File: src/rtl/spi_ram_pkg.sv
// rtl/spi_ram_pkg.sv - opcodes and FSM state encoding for the SPI burst RAM slave
package spi_ram_pkg;

  localparam logic [3:0] OP_WRITE = 4'h1;
  localparam logic [3:0] OP_READ  = 4'h2;

  typedef enum logic [2:0] {
    ST_IDLE,
    ST_OPC,
    ST_ADDR,
    ST_WDATA,
    ST_RDUMMY,
    ST_RDATA,
    ST_IGNORE
  } state_t;

endpackage

File: src/rtl/spi_edge_sync.sv
// rtl/spi_edge_sync.sv - 2-flop synchroniser with single-clk rise/fall strobes
module spi_edge_sync #(
  parameter logic RESET_VAL = 1'b0
) (
  input  logic clk,
  input  logic reset,
  input  logic din,
  output logic dout,
  output logic rise,
  output logic fall
);

  logic [2:0] sync_q;
  logic [2:0] sync_d;

  always_comb sync_d = {sync_q[1:0], din};

  always_ff @(posedge clk or posedge reset) begin
    if (reset) sync_q <= {3{RESET_VAL}};
    else       sync_q <= sync_d;
  end

  // Third stage only remembers the previous synchronised level for edge detection.
  assign dout = sync_q[1];
  assign rise = sync_q[1] & ~sync_q[2];
  assign fall = ~sync_q[1] & sync_q[2];

endmodule

File: src/rtl/spi_ram_burst_slave.sv
// rtl/spi_ram_burst_slave.sv - SPI slave with burst write/read access to an internal RAM
module spi_ram_burst_slave
  import spi_ram_pkg::*;
#(
  parameter int DATA_W = 8,
  parameter int ADDR_W = 4,
  parameter int DUMMY  = 7
) (
  input  logic clk,
  input  logic reset,
  input  logic spi_clk,
  input  logic spi_cs,
  input  logic spi_mosi,
  output logic spi_miso,
  output logic busy,
  output logic frame_err
);

  localparam int DEPTH = 2 ** ADDR_W;
  localparam int CNT_W = $clog2(DATA_W + ADDR_W + DUMMY + 4) + 1;

  logic cs_s, cs_rise, cs_fall;
  logic sclk_rise, sclk_fall, mosi_s;
  logic unused_sclk_lvl, unused_mosi_rise, unused_mosi_fall;

  spi_edge_sync #(.RESET_VAL(1'b1)) u_sync_cs (
    .clk(clk), .reset(reset), .din(spi_cs),
    .dout(cs_s), .rise(cs_rise), .fall(cs_fall)
  );
  spi_edge_sync #(.RESET_VAL(1'b0)) u_sync_clk (
    .clk(clk), .reset(reset), .din(spi_clk),
    .dout(unused_sclk_lvl), .rise(sclk_rise), .fall(sclk_fall)
  );
  spi_edge_sync #(.RESET_VAL(1'b0)) u_sync_mosi (
    .clk(clk), .reset(reset), .din(spi_mosi),
    .dout(mosi_s), .rise(unused_mosi_rise), .fall(unused_mosi_fall)
  );

  state_t             state_q, state_d;
  logic [CNT_W-1:0]   cnt_q, cnt_d;
  logic [ADDR_W-1:0]  addr_q, addr_d;
  logic [3:0]         opc_q, opc_d;
  logic [DATA_W-1:0]  rx_q, rx_d;
  logic [DATA_W-1:0]  tx_q, tx_d;
  logic [DATA_W-1:0]  rd_data_q, rd_data_d;
  logic               miso_q, miso_d;
  logic               busy_q, busy_d;
  logic               err_q, err_d;
  logic               ram_we;
  logic [DATA_W-1:0]  ram_wdata;
  logic [DATA_W-1:0]  ram_q [DEPTH];

  always_comb begin
    state_d   = state_q;
    cnt_d     = cnt_q;
    addr_d    = addr_q;
    opc_d     = opc_q;
    rx_d      = rx_q;
    tx_d      = tx_q;
    miso_d    = miso_q;
    err_d     = 1'b0;
    busy_d    = ~cs_s;
    ram_we    = 1'b0;
    ram_wdata = {mosi_s, rx_q[DATA_W-1:1]};
    rd_data_d = ram_q[addr_q];
    if (cs_rise) begin
      // A partially received write word is dropped and flagged; a partial read is harmless.
      if (state_q == ST_OPC || state_q == ST_ADDR ||
          (state_q == ST_WDATA && cnt_q != '0)) err_d = 1'b1;
      state_d = ST_IDLE;
      cnt_d   = '0;
      tx_d    = '0;
      miso_d  = 1'b0;
    end else begin
      case (state_q)
        ST_IDLE: if (cs_fall) begin
          state_d = ST_OPC;
          cnt_d   = '0;
        end
        ST_OPC: if (sclk_rise) begin
          opc_d = {mosi_s, opc_q[3:1]};
          cnt_d = cnt_q + CNT_W'(1);
          if (cnt_q == CNT_W'(3)) begin
            cnt_d = '0;
            if (opc_d == OP_WRITE || opc_d == OP_READ) state_d = ST_ADDR;
            else begin
              state_d = ST_IGNORE;
              err_d   = 1'b1;
            end
          end
        end
        ST_ADDR: if (sclk_rise) begin
          addr_d = {mosi_s, addr_q[ADDR_W-1:1]};
          cnt_d  = cnt_q + CNT_W'(1);
          if (cnt_q == CNT_W'(ADDR_W - 1)) begin
            cnt_d = '0;
            if (opc_q == OP_WRITE) state_d = ST_WDATA;
            else if (DUMMY > 0)    state_d = ST_RDUMMY;
            else                   state_d = ST_RDATA;
          end
        end
        ST_WDATA: if (sclk_rise) begin
          rx_d  = ram_wdata;
          cnt_d = cnt_q + CNT_W'(1);
          if (cnt_q == CNT_W'(DATA_W - 1)) begin
            ram_we = 1'b1;
            addr_d = addr_q + ADDR_W'(1);
            cnt_d  = '0;
          end
        end
        ST_RDUMMY: if (sclk_rise) begin
          cnt_d = cnt_q + CNT_W'(1);
          if (cnt_q == CNT_W'(DUMMY - 1)) begin
            cnt_d   = '0;
            state_d = ST_RDATA;
          end
        end
        ST_RDATA: if (sclk_fall) begin
          // addr advances while the last bit is presented so the next word is prefetched in time.
          if (cnt_q == '0) tx_d = rd_data_q;
          else             tx_d = tx_q >> 1;
          miso_d = tx_d[0];
          if (cnt_q == CNT_W'(DATA_W - 1)) begin
            cnt_d  = '0;
            addr_d = addr_q + ADDR_W'(1);
          end else begin
            cnt_d = cnt_q + CNT_W'(1);
          end
        end
        default: ;
      endcase
    end
  end

  always_ff @(posedge clk or posedge reset) begin
    if (reset) begin
      state_q <= ST_IDLE;
      cnt_q   <= '0;
      addr_q  <= '0;
      opc_q   <= '0;
      rx_q    <= '0;
      tx_q    <= '0;
      miso_q  <= 1'b0;
      busy_q  <= 1'b0;
      err_q   <= 1'b0;
    end else begin
      state_q <= state_d;
      cnt_q   <= cnt_d;
      addr_q  <= addr_d;
      opc_q   <= opc_d;
      rx_q    <= rx_d;
      tx_q    <= tx_d;
      miso_q  <= miso_d;
      busy_q  <= busy_d;
      err_q   <= err_d;
    end
  end

  always_ff @(posedge clk) begin
    if (ram_we) ram_q[addr_q] <= ram_wdata;
    rd_data_q <= rd_data_d;
  end

  assign spi_miso  = miso_q;
  assign busy      = busy_q;
  assign frame_err = err_q;

endmodule

File: config.mk
export PLATFORM = sky130hd
export DESIGN_NAME = spi_ram_burst_slave
export DESIGN_NICKNAME = d
export VERILOG_FILES = /design/src/rtl/spi_ram_pkg.sv /design/src/rtl/spi_edge_sync.sv /design/src/rtl/spi_ram_burst_slave.sv
export SDC_FILE = /design/constraint.sdc
export NUM_CORES = 1
export LEC_CHECK = 0
export CAP_MARGIN = 15
export CORE_ASPECT_RATIO = 0.5
export CORE_MARGIN = 3
export CORE_UTILIZATION = 55
export CTS_CLUSTER_SIZE = 8
export DETAILED_ROUTE_END_ITERATION = 10
export PLACE_DENSITY = 0.76
export RECOVER_POWER = 50
export SLEW_MARGIN = 30
export SYNTH_ARGS = -nofsm -noshare
export SYNTH_HDL_FRONTEND = slang
export SYNTH_SLANG_ARGS = --single-unit
File: constraint.sdc
create_clock -name clk -period 2.9 [get_ports clk]
set_input_delay 0.87 -clock clk [delete_from_list [all_inputs] [get_ports clk]]
set_output_delay 0.87 -clock clk [all_outputs]
set_load 0.01 [all_outputs]
* After elaboration in Yosys (flattened, before gate mapping)
Memories as Yosys holds them, arrays and structs flattened. A register that Yosys moved wholly into a read port is not among the register bits. Index checks and enable logic that the tools add are counted.
Word-level totals: flip-flop bits (word level) 44, RAM bits 128, input port bits 5, output and inout bits 3, word-level logic and storage cells 112, memories kept 1
Memory list:
- ram_q | words 16, bits a word 8, read ports 1, clocked after memory_dff 1, write ports 1, RTL line spi_ram_burst_slave.sv:51 | logic [DATA_W-1:0] ram_q [DEPTH];
Cells by class: add/sub/neg operators 2, equal/unequal tests 24, muxes and demuxes 45, bitwise logic cells 9, reduce and logical (&&, ||, !) cells 19
Operators with widths (number):
- $mux W6 | 9
- $mux W8 | 4
- $mux W3 | 10
- $pmux W6 S5 | 1
- $ne A3 B3 Y1 const B | 7
- $mux W4 | 4
- $mux W1 | 15
- $eq A6 B3 Y1 const B | 2
- $pmux W3 S4 | 1
- $pmux W4 S3 | 1
- $reduce_bool A6 Y1 | 2
- $eq A4 B1 Y1 const B | 2
- $reduce_and A8 Y1 | 1
- $add A6 B1 Y6 const B | 1
- $eq A3 B2 Y1 const B | 2
- $eq A3 B3 Y1 const B | 2
- $eq A6 B2 Y1 const B | 1
- $logic_not A6 Y1 | 1
- $ne A2 B2 Y1 const B | 3
- $ne A3 B2 Y1 const B | 2
- $reduce_and A3 Y1 | 2
- $reduce_and A6 Y1 | 1
- $not A1 Y1 | 5
- $reduce_and A5 Y1 | 1
- other kinds (13) | 19

* Logic depth before layout (Yosys ltp)
depth in word-level cells 7, mapped depth 7, mapped depth without buffers 7

* Cells and area by module
A second synthesis with hierarchy kept.
Unflattened totals: cell total of the unflattened synthesis 439, area, all modules 7494.7 sq um
By module, submodules not included:
- spi_ram_burst_slave | instances 1, cells each 421, area each 7209.4 sq um, seq. area each 4854.7 sq um
- spi_edge_sync (u_sync_clk ...) | instances 2, cells each 6, area each 93.8 sq um, seq. area each 75.1 sq um
- spi_edge_sync (u_sync_cs) | instances 1, cells each 6, area each 97.6 sq um, seq. area each 78.8 sq um

* Least setup slack after synthesis
No wires, ideal clock.
kind register to register, from register state_q[2], to memory ram_q[15][0], enable pin, library setup time 0.370 ns, arrival time 1.891 ns, data required time 2.530 ns, setup slack 0.639 ns, cell stages (with the launch flop) 7, path buffers 1, clock period less this slack 2.261 ns, cell sequence dfrtp_1 -> buf_6 -> nor3b_4 -> nor3b_4 -> and4_4 -> nand2_2 -> nor2_1
Between the ends: word-level cells in the longest chain between the ends 5
RTL lines:
- start: declaration | RTL line spi_ram_burst_slave.sv:39 | state_t state_q, state_d;
- start signal: assignment | RTL line spi_ram_burst_slave.sv:147 | state_q <= state_d;
- $eq A3 B2 Y1 | RTL line spi_ram_burst_slave.sv:75 | case (state_q)
- $mux W1 | RTL line spi_ram_burst_slave.sv:75
- $mux W1 | RTL line spi_ram_burst_slave.sv:66 | if (cs_rise) begin
- $mux W1 | RTL line spi_ram_burst_slave.sv:160 | if (ram_we) ram_q[addr_q] <= ram_wdata;
- $mux W1 (not written as such) | RTL line spi_ram_burst_slave.sv:160
- end: declaration | RTL line spi_ram_burst_slave.sv:51
No other way between the ends.

* Final worst setup path
from register u_sync_cs.sync_q[1], to register state_q[0]
Between the ends: word-level cells in the longest chain between the ends 4, elaborated cells between the ends (all ways) 13, classes of those cells 7 x eq/ne; 1 x mux; 3 x bitwise; 2 x reduce/logical
RTL lines:
- start: declaration | RTL line spi_edge_sync.sv:13 | logic [2:0] sync_q;
- start signal: assignment | RTL line spi_edge_sync.sv:19 | if (reset) sync_q <= {3{RESET_VAL}};
- start signal: assignment | RTL line spi_edge_sync.sv:20 | else sync_q <= sync_d;
- $not A1 Y1 | RTL line spi_edge_sync.sv:26 | assign fall = ~sync_q[1] & sync_q[2];
- $and A1 B1 Y1 | RTL line spi_edge_sync.sv:26
- $ne A3 B3 Y1 (no source line)
- $reduce_and A8 Y1 (no source line)
Several ways; a longest one is shown, not always the timed one. A chain may end at the register's enable or synchronous reset.

==> flow_metrics.tcl <==
set metrics [dict create \
    post-route-period-util_pct 81.9 \
    p_leak_nw 2.69 \
    ys_seq_area_share_pct 68.1 \
    slew_headroom_pct 28.3 \
    layout_min_cycle_time_ns 2.37 \
    clock-sinks 178 \
    crit_chain "ha_1 > buf_4 > nand3b_1 > o211ai_1 > o211ai_1 > o21ai_0 > a32o_1" \
    wl_um 14200 \
    grt_usage_pct 20.8 \
    die_y_um 88.2 \
    routed_via_density 6.16 \
    required_ns 3.21 \
    hold_class "reg -> reg" \
    slowest_delay_ns 0.56 \
    yosys_warnings 0 \
    cts.repair_timing.setup_buffer_count 0 \
    p_int_mw 4.99 \
    grt_start_max_net_pins 40 \
    n_fill_cell 824 \
    status "finished clean" \
    seq_area_um2 5060 \
    finalHoldViolations 0 \
    cts_tree "yes" \
    clock_path_buffers 2 \
    yosysUniqueCellTypes 58 \
    pin_count 8 \
    flow.area_growth_from_synthesis_pct 13.2 \
    grt_pass1_wl_um 23000 \
    hold_path_end "u_sync_clk.sync_q[1]$_DFF_PP0_" \
    cp.arrival_ns 2.69 \
    sw_frac_of_total_pct 29.5 \
    hp-start "u_sync_clk.sync_q[0]$_DFF_PP0_" \
    cp_slowest_cell "dfstp_1" \
    grt_pass1_vias 3968 \
    clock_latency_ns 0.43 \
    grt_antenna_before_repair 0 \
    fmax_ghz 0.421 \
    clock_power_share_pct 33.4 \
    cts.htree.levels 4 \
    multiInputGateArea_um2 2190 \
    synth_edf_count 128 \
    synth_area_leaders "edfxtp_1, dfrtp_1, mux4_2" \
    reg2reg_to "state_q[0]$_DFFE_PP0P_" \
    combPwrFrac_pct 23.1 \
    cts_hold_buf 0 \
    worst-slew-pin-transition_ns 1.07 \
    r2r-start "u_sync_cs.sync_q[1]$_DFF_PP1_" \
    startpoint_type "flop" \
    slew_violations 0 \
    grt-ovfl-total 0 \
    numCtsBuffers 17 \
    netlist_area_um2 7430 \
    fp.dieArea_um2 15000 \
    drtAntennaViolNets 0 \
    cts_root_buf "clkbuf_16" \
    drt_iter0_markers 512 \
    rows 29 \
    place_hpwl_um 8870 \
    crit_type "reg -> reg" \
    clk_pin_slew_ns 0.07 \
    die_w_um 170 \
    drc 0 \
    drv_cap 0 \
    synth-async-reset-ratio_pct 23.6 \
    port_buffers 7 \
    synth_nets 450 \
    p_sw_mw 2.09 \
    avgSynthCellArea_um2 17.0 \
    fin_nets 480 \
    synth_top_area_share_pct 51.7 \
    synthFlopType "edfxtp_1" \
    crit_top_cell "o211ai_1" \
    gp_congestion 0.850 \
    r2r_slack_ns 0.53 \
    dr.pass1.iters 5 \
    endpoint_kind "flop" \
    synth-seq-cells 178 \
    final_area_um2 8410 \
    fin_skew_ns 0.00679 \
    cp_max_fo 14 \
    num_vias 3996 \
    powerDensity_nw_per_um2 842 \
    cts_resized 0 \
    wl_per_cell_um 21.9 \
    syn-instance-count 437 \
    reg2reg_depth 7 \
    ir_drop_mv 0.517 \
    core_area_um2 12900 \
    final_layout_size_suffix_gt1_share_pct 26.9 \
    synth_top_area_cell "edfxtp_1" \
    power_frac_seq_pct 43.5 \
    final-setup-viol-count 0 \
    holdPathStages 0 \
    num_antenna_cells 0 \
    placed_area_um2 7810 \
    final_core_util_pct 65.1 \
    fin_tns_setup_ns 0 \
    rsz0062_at_grt "false" \
    start_util_pct 57.5 \
]
==> synth_stat cells, types with 3 or more instances <==
cell type	instances
edfxtp_1	128
mux4_2	40
dfrtp_1	39
nor2_1	27
nand2_1	17
inv_1	14
mux2_2	11
clkbuf_1	9
mux2i_1	9
nand2b_1	9
nand3_1	9
a21oi_1	8
dfxtp_1	8
ha_1	8
o21ai_0	8
a211oi_1	7
a31oi_1	6
buf_4	6
nor2b_1	5
buf_2	4
nand2_2	4
nor3_1	4
nor3_2	4
and3_1	3
dfstp_2	3
o211ai_1	3
o22ai_1	3
==> layout by cell type (no fill, tap or decap), drive strengths merged, types with 11 or more instances in the layout <==
cell type	synthesis	layout
mux4	40	40
mux2	11	11
nand2	21	21
nand3	11	11
nor2	27	27
dfrtp	39	39
edfxtp	128	128
inv	14	21
buf	13	26
clkbuf	9	18
==> per-layer routing <==
layer / vias to the layer above / track usage (%) / share of wire [%]
li1: 1783 / - / -
met1: 2082 / 29.3 / 45
met2: 120 / 33.6 / 49
met3: 11 / 4.51 / 4.6
met4: 0 / 6.18 / 0.88
met5: - / 0 / 0
==> worst max-delay path, delay by kind of cell, from the launching register on <==
kind / cells / cell delay (ns)
fa+ha+maj: 1 / 0.54
simple gates: 1 / 0.12
compound gates: 4 / 0.74
flops: 1 / 0.56
buf+inv: 1 / 0.29
==> worst max path at each step <==
stage,startpoint,endpoint
after global routing,u_sync_cs.sync_q[1]$_DFF_PP1_,cnt_q[3]$_DFFE_PP0P_
final,u_sync_cs.sync_q[1]$_DFF_PP1_,state_q[0]$_DFFE_PP0P_
after global placement,u_sync_cs.sync_q[2]$_DFF_PP1_,ram_q[6][6]$_DFFE_PP_
after detailed placement,u_sync_cs.sync_q[2]$_DFF_PP1_,ram_q[6][7]$_DFFE_PP_
after floorplan,state_q[2]$_DFFE_PP0P_,ram_q[15][0]$_DFFE_PP_
after CTS,u_sync_cs.sync_q[2]$_DFF_PP1_,ram_q[6][3]$_DFFE_PP_
==> stage by stage <==
stage	hold WS [ns]	instances	total power [mW]	worst slack, ns
final	0.359	649	7.08	0.526
after floorplan	0.331	437	4.37	0.639
after detailed placement	0.344	618	4.74	0.568
after CTS	0.359	649	7.11	0.538
after global placement	0.333	618	4.71	0.635
after global routing	0.363	649	7.39	0.366
==> layout make-up <==
type | instances | area share, %
Clock inverter | 13 | 2.04
Multi-Input combinational cell | 223 | 26.1
Sequential cell | 178 | 60.2
Clock buffer | 18 | 5.10
Timing Repair Buffer | 33 | 3.45
Tap cell | 170 | 2.53
Inverter | 14 | 0.625
==> flip-flops by register name, indices dropped and copies added, names as in the netlist <==
signal	flops
rd_data_q	8
rx_q	7
cnt_q	6
state_q	3
opc_q	4
u_sync_clk.sync_q	3
ram_q	128
addr_q	4
busy	1
tx_q	8
frame_err	1
u_sync_mosi.sync_q	2
u_sync_cs.sync_q	3
==> power groups by stage <==
stage	combinational [mW]	clock, mW	sequential [mW]
after floorplan	1.32	0	3.05
after CTS	1.63	2.39	3.09
after detailed placement	1.61	0	3.13
after global placement	1.59	0	3.12
after global routing	1.79	2.49	3.11
final	1.63	2.37	3.08
==> logic make-up after synthesis <==
kind of cell / after synthesis / share of synthesized area, %
buffers and inverters: 36 / 2.39
AOI/OAI and AO/OA: 52 / 5.02
DFF: 178 / 68.1
xor gates and xnor gates: 1 / 0.118
and+or+nand+nor: 102 / 8.02
muxes: 60 / 15.0
adders and majority gates: 8 / 1.35
Power figures use the tool's default switching activity.
